`src/rtl/fp_addsub_pipe.sv`:
```
// fp_addsub_pipe: 3-stage pipelined floating-point add/subtract with flush-to-zero and round-to-nearest-even
module fp_addsub_pipe #(
    parameter int EXP_W = 8,
    parameter int MAN_W = 23
) (
    input  logic                 clk,
    input  logic                 reset,
    input  logic                 in_valid,
    output logic                 in_ready,
    input  logic [EXP_W+MAN_W:0] a,
    input  logic [EXP_W+MAN_W:0] b,
    input  logic                 sub,
    output logic                 out_valid,
    input  logic                 out_ready,
    output logic [EXP_W+MAN_W:0] result,
    output logic [3:0]           flags
);
    localparam int W  = 1 + EXP_W + MAN_W;
    localparam int MW = MAN_W + 4;
    localparam int SW = MAN_W + 5;
    localparam int FW = MAN_W + 1;
    localparam int XW = EXP_W + $clog2(MAN_W + 5) + 1;
    localparam logic [W-1:0]  QNAN   = {1'b0, {EXP_W{1'b1}}, 1'b1, {(MAN_W-1){1'b0}}};
    localparam logic [XW-1:0] EMAX_X = XW'((1 << EXP_W) - 1);
    typedef struct packed {
        logic             valid;
        logic             special;
        logic [W-1:0]     sres;
        logic [3:0]       sflags;
        logic             sign;
        logic [EXP_W-1:0] exp;
        logic             sub;
        logic [MW-1:0]    big;
        logic [MW-1:0]    sml;
    } s1_t;
    typedef struct packed {
        logic             valid;
        logic             special;
        logic [W-1:0]     sres;
        logic [3:0]       sflags;
        logic             sign;
        logic [EXP_W-1:0] exp;
        logic [SW-1:0]    sum;
    } s2_t;
    s1_t s1_d, s1_q;
    s2_t s2_d, s2_q;
    logic             out_valid_q;
    logic [W-1:0]     result_d, result_q;
    logic [3:0]       flags_d, flags_q;
    logic             adv;
    logic             sa, sb;
    logic [EXP_W-1:0] ea, eb, dexp;
    logic [MAN_W-1:0] ma, mb;
    logic             a_nan, b_nan, a_snan, b_snan, a_inf, b_inf, a_zero, b_zero, a_ge;
    logic [MW-1:0]    sml_x, sml_mask, sml_al;
    logic             carry, zero, inexact, up, unf, ovf;
    logic [XW-1:0]    lz, e_norm, e_r;
    logic [MW-1:0]    norm;
    logic [FW-1:0]    frac_r;
    assign adv       = !out_valid_q || out_ready;
    assign in_ready  = adv;
    assign out_valid = out_valid_q;
    assign result    = result_q;
    assign flags     = flags_q;
    assign sa = a[W-1];
    assign ea = a[W-2:MAN_W];
    assign ma = a[MAN_W-1:0];
    assign sb = b[W-1] ^ sub;
    assign eb = b[W-2:MAN_W];
    assign mb = b[MAN_W-1:0];
    assign a_nan  = (&ea) && (|ma);
    assign b_nan  = (&eb) && (|mb);
    assign a_snan = a_nan && !ma[MAN_W-1];
    assign b_snan = b_nan && !mb[MAN_W-1];
    assign a_inf  = (&ea) && !(|ma);
    assign b_inf  = (&eb) && !(|mb);
    assign a_zero = ea == '0;
    assign b_zero = eb == '0;
    assign a_ge   = {ea, ma} >= {eb, mb};
    assign dexp   = a_ge ? ea - eb : eb - ea;
    assign sml_x    = {1'b1, a_ge ? mb : ma, 3'b000};
    assign sml_mask = ~({MW{1'b1}} << dexp);
    assign sml_al   = 32'(dexp) >= MAN_W + 3 ? MW'(1) : (sml_x >> dexp) | MW'(|(sml_x & sml_mask));
    // Stage 1: unpack, resolve special operands, order by magnitude and align the smaller mantissa
    always_comb begin
        s1_d         = '0;
        s1_d.valid   = in_valid;
        s1_d.sign    = a_ge ? sa : sb;
        s1_d.exp     = a_ge ? ea : eb;
        s1_d.sub     = sa ^ sb;
        s1_d.big     = {1'b1, a_ge ? ma : mb, 3'b000};
        s1_d.sml     = sml_al;
        s1_d.special = 1'b1;
        if (a_nan || b_nan) begin
            s1_d.sres   = QNAN;
            s1_d.sflags = {a_snan || b_snan, 3'b000};
        end else if (a_inf && b_inf) begin
            s1_d.sres   = (sa == sb) ? {sa, {EXP_W{1'b1}}, {MAN_W{1'b0}}} : QNAN;
            s1_d.sflags = {sa != sb, 3'b000};
        end else if (a_zero && b_zero) begin
            s1_d.sres = {sa && sb, {(W-1){1'b0}}};
        end else if (a_inf || b_zero) begin
            s1_d.sres = a;
        end else if (b_inf || a_zero) begin
            s1_d.sres = {sb, eb, mb};
        end else begin
            s1_d.special = 1'b0;
        end
    end
    // Stage 2: magnitude add or subtract, one spare carry bit above the hidden bit
    always_comb begin
        s2_d.valid   = s1_q.valid;
        s2_d.special = s1_q.special;
        s2_d.sres    = s1_q.sres;
        s2_d.sflags  = s1_q.sflags;
        s2_d.sign    = s1_q.sign;
        s2_d.exp     = s1_q.exp;
        s2_d.sum     = s1_q.sub ? {1'b0, s1_q.big} - {1'b0, s1_q.sml} : {1'b0, s1_q.big} + {1'b0, s1_q.sml};
    end
    // Stage 3: leading-zero count of the sum below the carry bit; the highest set bit wins
    always_comb begin
        lz = '0;
        for (int i = 0; i < MW; i++) lz = s2_q.sum[i] ? XW'(MW - 1 - i) : lz;
    end
    assign carry   = s2_q.sum[SW-1];
    assign norm    = carry ? (s2_q.sum[SW-1:1] | MW'(s2_q.sum[0])) : s2_q.sum[MW-1:0] << lz;
    assign e_norm  = XW'(s2_q.exp) + (carry ? XW'(1) : -lz);
    assign zero    = !norm[MW-1];
    assign inexact = |norm[2:0];
    assign up      = norm[2] && (norm[1] || norm[0] || norm[3]);
    assign frac_r  = {1'b0, norm[MAN_W+2:3]} + FW'(up);
    assign e_r     = e_norm + XW'(frac_r[MAN_W]);
    assign unf     = e_norm[XW-1] || e_norm == '0;
    assign ovf     = e_r >= EMAX_X;
    // Stage 3: pack with flush-to-zero on underflow and infinity on overflow
    always_comb begin
        result_d = s2_q.special ? s2_q.sres :
                   zero         ? '0 :
                   unf          ? {s2_q.sign, {(W-1){1'b0}}} :
                   ovf          ? {s2_q.sign, {EXP_W{1'b1}}, {MAN_W{1'b0}}} :
                                  {s2_q.sign, e_r[EXP_W-1:0], frac_r[MAN_W-1:0]};
        flags_d  = s2_q.special ? s2_q.sflags :
                   zero         ? 4'b0000 :
                   unf          ? 4'b0011 :
                   ovf          ? 4'b0101 :
                                  {3'b000, inexact};
    end
    // All stages advance together unless the output is stalled; reset empties the pipe
    always_ff @(posedge clk or posedge reset) begin
        if (reset) begin
            s1_q        <= '0;
            s2_q        <= '0;
            out_valid_q <= 1'b0;
            result_q    <= '0;
            flags_q     <= '0;
        end else if (adv) begin
            s1_q        <= s1_d;
            s2_q        <= s2_d;
            out_valid_q <= s2_q.valid;
            result_q    <= result_d;
            flags_q     <= flags_d;
        end
    end
endmodule

```
`config.mk`:
```
export PLATFORM = sky130hd
export DESIGN_NAME = fp_addsub_pipe
export DESIGN_NICKNAME = d
export VERILOG_FILES = /design/src/rtl/fp_addsub_pipe.sv
export SDC_FILE = /design/constraint.sdc
export NUM_CORES = 1
export LEC_CHECK = 0
export ABC_CLOCK_PERIOD_IN_PS = 10450
export BUFFER_PORTS_ARGS = -buffer_cell sky130_fd_sc_hd__buf_2
export CORE_MARGIN = 2
export CORE_UTILIZATION = 40
export CTS_CLUSTER_SIZE = 14
export DETAILED_ROUTE_END_ITERATION = 16
export HOLD_SLACK_MARGIN = 0.1
export SLEW_MARGIN = 20
export SYNTH_ARGS = -nofsm -noshare
export SYNTH_HDL_FRONTEND = slang
export SYNTH_SLANG_ARGS = --single-unit
```
`constraint.sdc`:
```
create_clock -name clk -period 10.45 [get_ports clk]
set_clock_uncertainty 0.1 [all_clocks]
set_input_delay 0.5225 -clock clk [delete_from_list [all_inputs] [get_ports clk]]
set_output_delay 0.5225 -clock clk [all_outputs]
set_load 0.01 [all_outputs]
```
==> metrics.csv <==
metric,value,unit
"IR drop worst, VDD",0.1845,mV
core area,0.04567,mm^2
simple-gate share of the synthesized area,0.2341,
Post-synth EDFFs,0,
ys async rst share,1.000,
unrepaired setup endpoints after global routing,no,
syn_nets,2570,
synth top area cells,"dfrtp_1 28%, nand2_1 7.2%, ha_1 6.9%, nor2_1 5.1%, a21oi_1 3.9%",
FP Rows,78,
1st-iter DRT viols,2439,
final WL,75930,um
Compound-Gate Fraction of Synth Area,0.2670,
H-tree depth,1,
vias in the first global route,18094,
post_cts resized,0,
"Max FO, Critical Path",33,
pre-CTS WS,1.642,ns
post-synth top area share,0.2759,
Post-DP HPWL,55590,um
DR WL met2,34210,um
slowest CP cell,or4_1,
Chip Width,219.6,um
postcts setup bufs,0,
Hold Path Class,in2reg,
DRT Pass-1 Iters,5,
# Max-Cap Violations,0,
Total Nets Final,2571,
WHS,0.1819,ns
Die ar.,0.04822,mm^2
vias per cell,6.365,
antenna violations before repair,0,
Tcrit/Tclk final,0.8579,
"slowest stage delay, CP",0.61,ns
port bufs,106,
most frequent cells in the layout,"355 x nand2_1, 254 x nor2_1, 205 x dfrtp_1",
first-pass GRT wire length,113900,um
die height,219.6,um
Max clock buf depth,3,
Final Hold Fails,0,
XOR/XNOR share of the synthesized area,0.02732,
Final Max Tran Viols,0,
largest family of logic cells by synthesized area,compound AO/OA/AOI/OAI gates,
GRT Total Usage,0.3094,
clk_lat worst skew,0.55,ns
clk sink count,205,
Top Layer Used,met4,
cell class contributing the biggest share of worst-path delay,simple AND/OR/NAND/NOR gates,
Cells after Synth,2395,
routed len/inst,25.21,um
f_max,111.5,MHz
YS warnings,0,
Static Leak,8.806,nW
setup TNS,0,ns
Clock transition at path regs,0.06,ns
Main synth FF type,dfrtp_1,
Worst Path Buf+Inv,2,
antenna cells,0,
CTS buffer count,25,
wire length on met1,33270,um
average size of a mapped cell,7.763,um^2
Post-CTS Hold Buffers,2,
routed wl met3,5193,um
post-synth cell types,110,
"flops & latches, synth",205,
mapped cell area,0.01859,mm^2
CTS tree,built,
Worst setup SP type,flip-flop,
DRC,0,
Rel. slew slack,0.2888,
grt ovf,0,
CP Data Required Time,10.84,ns
RePlAce Congestion,0.9566,
sequential fraction of the synthesis area,0.2759,
Pwr Density,278.9,mW/mm^2
Yosys top cell by area,dfrtp_1,
maximum number of pins on one net before global-route repair,106,
status,finished clean,
antenna violation net count after detailed routing,0,
Crit. End Element,flip-flop,
# setup viols final,0,
clk root buf,clkbuf_16,
share of layout cells above drive strength 1,0.1128,
"commonest non-fill, non-tap cell in the layout",nand2_1,
critical path type,reg2reg,
adder-cell share of the synthesized area,0.07349,
final worst slack,1.485,ns
Synth-to-Final Area Change,9.092,%
Worst Path Arrival,9.36,ns
DR vias,19170,
worst-margin pin slew,1.067,ns
Ports,107,
min cycle time layout,8.965,ns
Initial Utilization,0.4071,
mux cell area share after synthesis,0.05963,
-- state kept, by name (all words and copies together) (netlist names) --
register / count
result: 32
out_valid: 1
flags: 4
carry: 1
s2_q: 71
s1_q: 96
-- synth_stat cells, types with 8 or more instances --
cell / number
nand2_1: 356
nor2_1: 255
dfrtp_1: 205
a21oi_1: 145
o21ai_0: 143
inv_1: 114
clkbuf_1: 110
ha_1: 102
mux2i_1: 59
nand3_1: 58
a31oi_1: 57
nor3_1: 47
xnor2_1: 42
nand4_1: 36
a221oi_1: 34
buf_2: 31
a211oi_1: 30
nor4_1: 28
a21o_1: 26
o211ai_1: 26
nand2b_1: 25
nor2b_1: 23
and3_1: 22
mux4_2: 20
o31ai_1: 20
a22oi_1: 19
buf_1: 19
and2_1: 18
o221ai_1: 18
o22ai_1: 18
xor2_1: 16
o21a_1: 13
or3_1: 13
o21ai_1: 11
a22o_1: 10
o21bai_1: 10
a2111oi_0: 9
o2111ai_1: 9
o311ai_0: 9
or4_1: 9
a21boi_0: 8
a32oi_1: 8
or2_2: 8
-- metal layers --
layer  vias up  track usage
met5         -            0
met4         0       0.1172
met3       203      0.03506
met2       886       0.4909
met1      9307       0.4325
li1       8774            -
-- kinds of logic after synthesis --
logic type	count (synthesis)
buf+inv	286
flops	205
fa+ha+maj	107
compound gates	718
xor+xnor	58
simple gates	936
mux	85
-- cell type report --
| type | count | area (um^2) |
|---|---|---|
| Clock buffer | 37 | 730.7 |
| Timing Repair Buffer | 143 | 813.3 |
| Clock inverter | 6 | 53.80 |
| Multi-Input combinational cell | 1904 | 12350 |
| Tap cell | 600 | 750.7 |
| Fill cell | 4650 | 25390 |
| Inverter | 117 | 451.7 |
| Sequential cell | 205 | 5130 |
-- final timing paths --
path	start	end	slack [ns]	cells after the start
worst min register to register	s2_q[74]	s2_q[74]	0.37	2
worst min-delay path	b[30]	s1_q[62]	0.18	3
max in group asynchronous	reset	result[2]	8.50	4
worst max-delay path	s2_q[15]	result[22]	1.49	27
min in group asynchronous	reset	s2_q[11]	0.49	3
worst max register to register	s2_q[15]	result[22]	1.49	27
-- stage by stage --
| step | area, um^2 | total power, mW | util | instances |
|---|---|---|---|---|
| floorplan | 18590 | 3.621 | - | 2395 |
| finish | 20280 | 5.657 | 0.4441 | 3012 |
| CTS | 20280 | 5.604 | 0.4440 | 3012 |
| global placement | 19480 | 4.738 | 0.4264 | 2967 |
| global route | 20280 | 6.015 | 0.4441 | 3012 |
| detailed placement | 19480 | 4.734 | 0.4264 | 2967 |
-- worst min-delay path, cell delays in order --
cell     delay, ns
buf_2         0.14
nand2_1       0.06
a31oi_1       0.07
-- power by group --
part	internal, mW	switching, mW	total [mW]
Combinational	1.20	2.30	3.50
Sequential	0.997	0.312	1.31
Clock	0.485	0.364	0.849
Note: power is estimated with default switching activity, not from simulation.
